`config.mk`:
```
export PLATFORM = sky130hd
export DESIGN_NAME = wb_write_arbiter_flat
export DESIGN_NICKNAME = d
export VERILOG_FILES = /design/src/rtl/wb_write_arbiter_if.sv /design/src/rtl/wb_write_arbiter.sv /design/src/flat_wrapper.sv
export SDC_FILE = /design/constraint.sdc
export NUM_CORES = 1
export LEC_CHECK = 0
export ABC_AREA = 1
export ABC_CLOCK_PERIOD_IN_PS = 3600
export BUFFER_PORTS_ARGS = -buffer_cell sky130_fd_sc_hd__buf_2
export CELL_PAD_IN_SITES_DETAIL_PLACEMENT = 0
export CELL_PAD_IN_SITES_GLOBAL_PLACEMENT = 1
export CORE_MARGIN = 5
export CORE_UTILIZATION = 30
export CTS_BUF_LIST = sky130_fd_sc_hd__clkbuf_8
export DETAILED_ROUTE_END_ITERATION = 12
export PLACE_DENSITY_LB_ADDON = 0.3
export SYNTH_ARGS = -nofsm -noshare
export SYNTH_HDL_FRONTEND = slang
export SYNTH_SLANG_ARGS = --single-unit
export TNS_END_PERCENT = 50
```
`constraint.sdc`:
```
create_clock -name CLK -period 3.6 [get_ports CLK]
set_clock_uncertainty 0.15 [all_clocks]
set_input_delay 0.72 -clock CLK [delete_from_list [all_inputs] [get_ports CLK]]
set_output_delay 0.72 -clock CLK [all_outputs]
set_load 0.02 [all_outputs]
```
`src/rtl/wb_write_arbiter_if.sv`:
```
// ----------------------------------------------------------------------------
// wb_write_arbiter_if
// Bundle of the pipeline writeback, MUL/DIV result handshake and REG_FILE
// write-port signals for wb_write_arbiter.
//   slave  : the arbiter side (consumes PIPE_*/MD_*, drives MD_READY,
//            WRITE/ADDRW/IN, BUSY_MASK, COUNT)
//   master : the producer/observer side (drives PIPE_*/MD_*)
// Parameters:
//   XLEN   data width
//   DEPTH  MUL/DIV holding-FIFO entries (COUNT is clog2(DEPTH)+1 bits)
// ----------------------------------------------------------------------------
interface wb_write_arbiter_if #(
    parameter int XLEN  = 32,
    parameter int DEPTH = 2
);
    logic                     PIPE_VALID;
    logic [4:0]               PIPE_RD;
    logic [XLEN-1:0]          PIPE_DATA;
    logic                     MD_VALID;
    logic                     MD_READY;
    logic [4:0]               MD_RD;
    logic [XLEN-1:0]          MD_DATA;
    logic                     WRITE;
    logic [4:0]               ADDRW;
    logic [XLEN-1:0]          IN;
    logic [31:0]              BUSY_MASK;
    logic [$clog2(DEPTH):0]   COUNT;

    modport slave (
        input  PIPE_VALID, PIPE_RD, PIPE_DATA,
        input  MD_VALID, MD_RD, MD_DATA,
        output MD_READY,
        output WRITE, ADDRW, IN,
        output BUSY_MASK, COUNT
    );

    modport master (
        output PIPE_VALID, PIPE_RD, PIPE_DATA,
        output MD_VALID, MD_RD, MD_DATA,
        input  MD_READY,
        input  WRITE, ADDRW, IN,
        input  BUSY_MASK, COUNT
    );
endinterface

```
`src/rtl/wb_write_arbiter.sv`:
```
// ----------------------------------------------------------------------------
// wb_write_arbiter
// Merges single-cycle pipeline writebacks and multi-cycle MUL/DIV results into
// one registered REG_FILE write stream. Pipeline writes always win and never
// stall; colliding MUL/DIV results wait in a small in-order FIFO and drain on
// cycles the pipeline leaves idle. A pipeline write is treated as younger than
// any queued or same-cycle MUL/DIV result to the same register, so those older
// results are discarded rather than written.
//
// Ports:
//   CLK          clock, all state on posedge
//   RESET        synchronous, active-low reset
//   bus (slave)  PIPE_VALID/PIPE_RD/PIPE_DATA  pipeline writeback
//                MD_VALID/MD_READY/MD_RD/MD_DATA MUL/DIV result handshake
//                WRITE/ADDRW/IN                 registered REG_FILE write
//                BUSY_MASK                      bit r set while a live entry
//                                               targets r
//                COUNT                          occupied FIFO slots
// Optional (macro WB_BYPASS_EN):
//   RS1/RS2, RF_OUT1/RF_OUT2 in; FWD1/FWD2 out -- forwards the write in flight
//   over the REG_FILE read data to cover the write-then-read window.
// ----------------------------------------------------------------------------
module wb_write_arbiter #(
    parameter int DEPTH = 2,
    parameter int XLEN  = 32
) (
    input  logic                CLK,
    input  logic                RESET,
    wb_write_arbiter_if.slave   bus
`ifdef WB_BYPASS_EN
    ,
    input  logic [4:0]          RS1,
    input  logic [4:0]          RS2,
    input  logic [XLEN-1:0]     RF_OUT1,
    input  logic [XLEN-1:0]     RF_OUT2,
    output logic [XLEN-1:0]     FWD1,
    output logic [XLEN-1:0]     FWD2
`endif
);
    localparam int PW = $clog2(DEPTH);
    localparam int CW = PW + 1;

    // FIFO storage; a slot whose vld bit is clear is either free or killed.
    logic [XLEN-1:0]  data_mem [DEPTH];
    logic [4:0]       rd_mem   [DEPTH];
    logic [DEPTH-1:0] vld_reg, vld_next;
    logic [PW-1:0]    head_reg, head_next, tail_reg, tail_next;
    logic [CW-1:0]    count_reg, count_next;

    logic             write_reg, write_next;
    logic [4:0]       addrw_reg, addrw_next;
    logic [XLEN-1:0]  in_reg, in_next;

    logic             pipe_hit, md_acc, md_keep, head_found, push;
    logic [PW-1:0]    sel_idx;
    logic [CW-1:0]    npop, npop_eff;
    logic [PW-1:0]    scan_idx  [DEPTH];
    logic [31:0]      slot_mask [DEPTH];
    logic [31:0]      busy_mask;

    assign bus.MD_READY = RESET && (count_reg < CW'(DEPTH));

    assign pipe_hit = bus.PIPE_VALID && (bus.PIPE_RD != 5'd0);
    assign md_acc   = bus.MD_VALID && bus.MD_READY;
    // An accepted result for x0, or one overtaken by a same-cycle pipeline
    // write to the same register, completes its handshake and is dropped.
    assign md_keep  = md_acc && (bus.MD_RD != 5'd0) &&
                      !(pipe_hit && (bus.MD_RD == bus.PIPE_RD));

    generate
        for (genvar gi = 0; gi < DEPTH; gi++) begin : g_slot
            assign scan_idx[gi]  = head_reg + PW'(gi);
            assign slot_mask[gi] = vld_reg[gi] ? (32'd1 << rd_mem[gi]) : 32'd0;
        end
    endgenerate

    // Find the oldest live entry. Killed slots ahead of it are popped together
    // with it; if nothing live is queued, every occupied (dead) slot drains.
    always_comb begin
        head_found = 1'b0;
        sel_idx    = head_reg;
        npop       = count_reg;
        for (int k = 0; k < DEPTH; k++) begin
            if (!head_found && (CW'(k) < count_reg) && vld_reg[scan_idx[k]]) begin
                head_found = 1'b1;
                sel_idx    = scan_idx[k];
                npop       = CW'(k + 1);
            end
        end
    end

    always_comb begin
        write_next = 1'b0;
        addrw_next = 5'd0;
        in_next    = '0;
        npop_eff   = '0;
        push       = 1'b0;
        vld_next   = vld_reg;

        if (pipe_hit) begin
            write_next = 1'b1;
            addrw_next = bus.PIPE_RD;
            in_next    = bus.PIPE_DATA;
            // Older queued results to the same register must never land.
            for (int i = 0; i < DEPTH; i++) begin
                if (rd_mem[i] == bus.PIPE_RD) begin
                    vld_next[i] = 1'b0;
                end
            end
            push = md_keep;
        end else if (head_found) begin
            write_next        = 1'b1;
            addrw_next        = rd_mem[sel_idx];
            in_next           = data_mem[sel_idx];
            npop_eff          = npop;
            vld_next[sel_idx] = 1'b0;
            push              = md_keep;
        end else begin
            npop_eff = npop;
            if (md_keep) begin
                write_next = 1'b1;
                addrw_next = bus.MD_RD;
                in_next    = bus.MD_DATA;
            end
        end

        // MD_READY guarantees the tail slot is free whenever push is set.
        if (push) begin
            vld_next[tail_reg] = 1'b1;
        end

        count_next = count_reg - npop_eff + CW'(push);
        head_next  = head_reg + npop_eff[PW-1:0];
        tail_next  = tail_reg + PW'(push);
    end

    always_ff @(posedge CLK) begin
        if (!RESET) begin
            vld_reg   <= '0;
            head_reg  <= '0;
            tail_reg  <= '0;
            count_reg <= '0;
            write_reg <= 1'b0;
            addrw_reg <= 5'd0;
            in_reg    <= '0;
        end else begin
            vld_reg   <= vld_next;
            head_reg  <= head_next;
            tail_reg  <= tail_next;
            count_reg <= count_next;
            write_reg <= write_next;
            addrw_reg <= addrw_next;
            in_reg    <= in_next;
        end
    end

    // Payload storage needs no reset: slots are only read while vld is set.
    always_ff @(posedge CLK) begin
        if (push) begin
            data_mem[tail_reg] <= bus.MD_DATA;
            rd_mem[tail_reg]   <= bus.MD_RD;
        end
    end

    always_comb begin
        busy_mask = 32'd0;
        for (int i = 0; i < DEPTH; i++) begin
            busy_mask = busy_mask | slot_mask[i];
        end
    end

    assign bus.WRITE     = write_reg;
    assign bus.ADDRW     = addrw_reg;
    assign bus.IN        = in_reg;
    assign bus.COUNT     = count_reg;
    assign bus.BUSY_MASK = busy_mask;

`ifdef WB_BYPASS_EN
    assign FWD1 = (write_reg && (addrw_reg == RS1) && (RS1 != 5'd0)) ? in_reg : RF_OUT1;
    assign FWD2 = (write_reg && (addrw_reg == RS2) && (RS2 != 5'd0)) ? in_reg : RF_OUT2;
`endif

endmodule

```
`src/flat_wrapper.sv`:
```
// flat-port wrapper written by rule: the top's interface ports become plain ports
module wb_write_arbiter_flat 
#(
    parameter int DEPTH = 2,
    parameter int XLEN  = 32
)
  (CLK, RESET, bus_PIPE_VALID, bus_PIPE_RD, bus_PIPE_DATA, bus_MD_VALID, bus_MD_RD, bus_MD_DATA, bus_MD_READY, bus_WRITE, bus_ADDRW, bus_IN, bus_BUSY_MASK, bus_COUNT);
  wb_write_arbiter_if #(.XLEN(XLEN), .DEPTH(DEPTH)) bus_i ();
  input  logic CLK;
  input  logic RESET;
  input wire logic [$bits(bus_i.PIPE_VALID)-1:0] bus_PIPE_VALID;
  input wire logic [$bits(bus_i.PIPE_RD)-1:0] bus_PIPE_RD;
  input wire logic [$bits(bus_i.PIPE_DATA)-1:0] bus_PIPE_DATA;
  input wire logic [$bits(bus_i.MD_VALID)-1:0] bus_MD_VALID;
  input wire logic [$bits(bus_i.MD_RD)-1:0] bus_MD_RD;
  input wire logic [$bits(bus_i.MD_DATA)-1:0] bus_MD_DATA;
  output wire logic [$bits(bus_i.MD_READY)-1:0] bus_MD_READY;
  output wire logic [$bits(bus_i.WRITE)-1:0] bus_WRITE;
  output wire logic [$bits(bus_i.ADDRW)-1:0] bus_ADDRW;
  output wire logic [$bits(bus_i.IN)-1:0] bus_IN;
  output wire logic [$bits(bus_i.BUSY_MASK)-1:0] bus_BUSY_MASK;
  output wire logic [$bits(bus_i.COUNT)-1:0] bus_COUNT;
  assign bus_i.PIPE_VALID = bus_PIPE_VALID;
  assign bus_i.PIPE_RD = bus_PIPE_RD;
  assign bus_i.PIPE_DATA = bus_PIPE_DATA;
  assign bus_i.MD_VALID = bus_MD_VALID;
  assign bus_i.MD_RD = bus_MD_RD;
  assign bus_i.MD_DATA = bus_MD_DATA;
  assign bus_MD_READY = bus_i.MD_READY;
  assign bus_WRITE = bus_i.WRITE;
  assign bus_ADDRW = bus_i.ADDRW;
  assign bus_IN = bus_i.IN;
  assign bus_BUSY_MASK = bus_i.BUSY_MASK;
  assign bus_COUNT = bus_i.COUNT;
  wb_write_arbiter #(.DEPTH(DEPTH), .XLEN(XLEN)) u_core (.CLK(CLK), .RESET(RESET), .bus(bus_i));
endmodule
```
# Word level (Yosys, flattened, before mapping)
# Memory sizes are Yosys's and may differ from the RTL's.
# Index checks and enable logic that the tools add are counted.
word_totals:
  reg_bits: 44
  mem_bits_rw: 74
  out_inout_bits: 73
  elab_cells: 81
  mem_count: 2
memory_table:
  columns: ["memory", "depth", "width", "rd", "rd_ports_with_merged_regs", "wr", "line_no", "text"]
  rows:
  - ["u_core.data_mem", 2, 32, 1, 0, 1, "wb_write_arbiter.sv:44", "logic [XLEN-1:0] data_mem [DEPTH];"]
  - ["u_core.rd_mem", 2, 5, 3, 0, 1, "wb_write_arbiter.sv:45", "logic [4:0] rd_mem [DEPTH];"]
op_classes:
  n_addsub: 5
  n_lt_le_gt_ge: 9
  eq_ne: 3
  shift: 2
  mux: 34
  n_bitwise: 4
  n_reduce_logical: 15
ops:
  columns: ["cell", "n"]
  rows:
  - ["$mux 32", 5]
  - ["$shl 1x5->32 const A", 2]
  - ["$or 32x32->32", 1]
  - ["$mux 1", 18]
  - ["$eq 5x5->1", 3]
  - ["$mux 5", 3]
  - ["$mux 2", 6]
  - ["$logic_and 1x1->1", 11]
  - ["$reduce_bool 5->1", 2]
  - ["$lt 1x2->1 const B", 4]
  - ["$lt 1x2->1 const A", 2]
  - ["$add 1x1->1", 2]
  - ["$add 2x1->2", 1]
  - ["$and 2x2->2", 1]
  - ["$demux 1 s1", 2]
  - ["$ge 1x1->1 const B", 2]
  - ["$logic_not 1->1", 2]
  - ["$lt 2x2->1 const B", 1]
  - ["$not 2->2", 1]
  - ["$or 2x2->2", 1]
  - ["$sub 2x2->2", 1]
  - ["$add 1x1->1 const B", 1]

# Logic depth before layout (Yosys ltp)
depth:
  ltp_word: 18
  ltp_mapped: 13
  mapped_depth_nobuf: 13

# Worst setup path before layout
# OpenSTA, ideal clock, no wires.
synth_timing:
  kind: "input-to-reg"
  startpoint: "input RESET"
  endpoint: "memory u_core.data_mem[0][0] (enable)"
  setup_ps: 398
  arrival_ps: 2815
  required_time_ps: 3052
  path_slack_ps: 238
  cell_stages: 8
  n_path_buf: 1
  path_cell_list: "buf_4 inv_2 nor2_1 nand3_1 inv_2 nand2_1 nor2_1 ha_1"
synth_via:
  elab_chain_len: 8
synth_lines:
  columns: ["item", "line_no", "text"]
  rows:
  - ["from (decl)", "flat_wrapper.sv:10", "input logic RESET;"]
  - ["$logic_and 1x1->1 (*)", "wb_write_arbiter.sv:61", "assign bus.MD_READY = RESET && (count_reg < CW'(DEPTH));"]
  - ["net bus_MD_READY", "flat_wrapper.sv:17", "output wire logic [$bits(bus_i.MD_READY)-1:0] bus_MD_READY;"]
  - ["$logic_and 1x1->1 (*)", "wb_write_arbiter.sv:64", "assign md_acc = bus.MD_VALID && bus.MD_READY;"]
  - ["$logic_and 1x1->1 (*) (2 in series)", "wb_write_arbiter.sv:67", "assign md_keep = md_acc && (bus.MD_RD != 5'd0) &&"]
  - ["$mux 1", "wb_write_arbiter.sv:111", "end else if (head_found) begin"]
  - ["$mux 1 (*)", "wb_write_arbiter.sv:100", "if (pipe_hit) begin"]
  - ["$mux 1 (*)", "wb_write_arbiter.sv:159", "if (push) begin"]
  - ["$mux 1 (implied by the code) (*)", "wb_write_arbiter.sv:160", "data_mem[tail_reg] <= bus.MD_DATA;"]
  - ["to (decl)", "wb_write_arbiter.sv:44", null]
# The timed path passes the listed nets; every way through them passes the cells marked *.

==> reports/qor.csv <==
metric,value,unit
status,"finished, final reports clean",
Routed WL per cell,15.7,microns
PortBufs,150,
relative slew slack,29.7,%
Synth Register Bits,118,
Final nets,853,
P_leak,3.02,nW
final WL,16500,microns
H-Tree Depth,4,
Final WS setup,0.712,ns
clock slew at reported path FFs,0.07,ns
Placed Cells,1017,
# rows,51,
layout cell share with drive strength beyond 1,32.9,%
register area share after synthesis,52.1,%
"area leader, netlist",edfxtp_1,
required time worst endpoint,2.73,ns
critical path peak fanout,12,
Post-synth ARST share,0,%
final hold vios,0,
fin area,0.00719,sq mm
initial core utilization,30.5,%
core area,0.0195,sq mm
post-synthesis instance total,639,
Post-Layout Cell Count,1049,
number of global-route vias before repair,4993,
TritonCTS clock tree,yes,
Root Buffer,clkbuf_8,
RR Startpoint,u_core.head_reg$_SDFF_PN0_,
Die Y,151,microns
YS warnings,0,
min-delay worst type,input port to register,
Syn Std Cell Area,0.00595,sq mm
Area Overhead vs Synth,20.8,%
CTS Sinks,118,
Worst Path Arrival,2.02,ns
HP Start,bus_MD_DATA[21],
Congestion Overflow GR,0,
crit start category,register,
Worst Setup Path Type,register to primary output,
Die ar.,0.0228,sq mm
Final Core Density,36.8,%
global-route wire length before repair,26000,microns
Num CTS Buffers,17,
ant diodes,0,
worst-margin pin slew,1.05,ns
Main synth FF type,edfxtp_1,
DRT Pass-1 Iters,4,
Setup Buffers After CTS,0,
Max Clk Rate,346,MHz
Area contributors post-synth,"edfxtp_1 (37%), dfxtp_1 (15%), nor2_1 (7.3%)",
top cell type's share of synthesized area,37.3,%
clk buf depth,2,
via count,4841,
antenna violations before repair,2,
clk_lat worst skew,0.44,ns
PD cells,457,mW/mm^2
Final Setup Violations,0,
"Hold-fix buffers, CTS",0,
Netlist cell types,34,
dpl hpwl,11300,microns
"EDFF count, synth",74,
most frequent cells after synthesis,"nor2_1 (115), nand3_1 (75), edfxtp_1 (74), nand2_1 (49), inv_1 (48)",
Worst Setup SP,u_core.rd_mem[1][2]$_DFFE_PP_,
Vias/cell,4.61,
Peak VDD IR,252,uV
fin crit period,2.89,ns
most frequent cell after synthesis,nor2_1,
largest reg by FF count,u_core.data_mem,
max_cap viols,0,
RePlAce Congestion,0.810,
placed cell areas,0.00683,sq mm
largest net degree at the start of global routing,79,
RSZ-0062 raised after global routing,false,
# DRC,0,
Sum Neg Setup Slack,0,ns
DR iter-0 viols,213,
syn_nets,721,
Pins Over Slew Limit,0,
crit end category,primary output,
pre-CTS WS,0.582,ns
Ports,151,
Die W,151,microns
gr usage total,14.7,%
Final period util,80.2,%
max reg flops,64,
post-route ant nets,0,
CTS resizes,0,
Post-Syn Area per Cell,9.31,sq um
[cells in the final DEF (no fill, tap or decap)]
master and instances:
a21oi_1 5, nand3b_4 1, nand2_1 48, clkinv_2 6
inv_2 5, xor2_1 10, xnor2_1 5, o21ai_0 34
dfxtp_1 44, buf_2 150, buf_12 1, nand2_2 7
nand4_1 18, ha_1 2, inv_4 1, o22ai_1 32
nand2_4 1, clkbuf_8 19, clkinvlp_4 3, clkinv_1 1
nand4_2 4, nand3_4 2, nor2_4 1, or2_1 2
inv_1 51, bufinv_16 1, nand3b_1 1, edfxtp_1 74
a21oi_2 2, nor3_1 9, nand3_2 40, ha_2 2
buf_4 6, nor2_1 115, nand3_1 75, nor2_2 6
[metrics by stage]
step,hold WS (ns),power [W]
2_1_floorplan,0.315,0.00207
3_3_place_gp,0.343,0.00224
3_5_place_dp,0.343,0.00224
4_1_cts,0.294,0.00334
5_1_grt,0.295,0.00347
6_report,0.332,0.00329
[cells by family after synthesis]
logic type,count (synthesis),share of synthesized area [%]
adder cells (fa/ha/maj),4,0.841
flip-flops,118,52.1
AND/OR/NAND/NOR,330,29.7
AO/OA/AOI/OAI,73,6.94
XOR/XNOR,15,2.21
buffers and inverters,99,8.20
[report_power, final]
group	total [W]	internal, W	leakage [nW]	switching (W)
sequential	0.00155	0.00151	1.04	0.0000355
clock	0.00109	0.000565	0.191	0.000522
combinational	0.000649	0.000195	1.79	0.000453
total	0.00329	0.00227	3.02	0.00101
[metal layers]
| layer | vias up | global-route usage, % | part of all wire, % |
|---|---|---|---|
| li1 | 2459 | - | - |
| met1 | 2233 | 18.4 | 46 |
| met2 | 131 | 24.4 | 47 |
| met3 | 14 | 4.76 | 6.1 |
| met4 | 4 | 4.35 | 1.0 |
| met5 | - | 0 | 0.13 |
[worst max-delay path: stages, from the launching register on]
cell and delay (ns):
edfxtp_1 0.63, inv_1 0.13, nor3_1 0.32, nand2_1 0.11
o22ai_1 0.19, buf_2 0.20
[layout make-up]
class | count | area [sq um]
fillers | 2075 | 12300
flip-flops and latches | 118 | 3100
multi-input cells | 422 | 2370
repair buffers | 157 | 816
well taps | 265 | 332
clock buffers | 19 | 262
inverters | 55 | 209
clock inverters | 13 | 93.8
[path summary, 6_finish.rpt]
check | end | cells past startpoint | slack (ns)
setup / recovery | bus_BUSY_MASK[31] | 5 | 0.71
hold / removal | u_core.data_mem[0][21]$_DFFE_PP_ | 1 | 0.33
setup reg to reg | u_core.data_mem[1][13]$_DFFE_PP_ | 8 | 1.13
hold reg to reg | u_core.vld_reg[0]$_SDFF_PN0_ | 2 | 0.35
No activity file was read; power rests on OpenSTA's default activity.
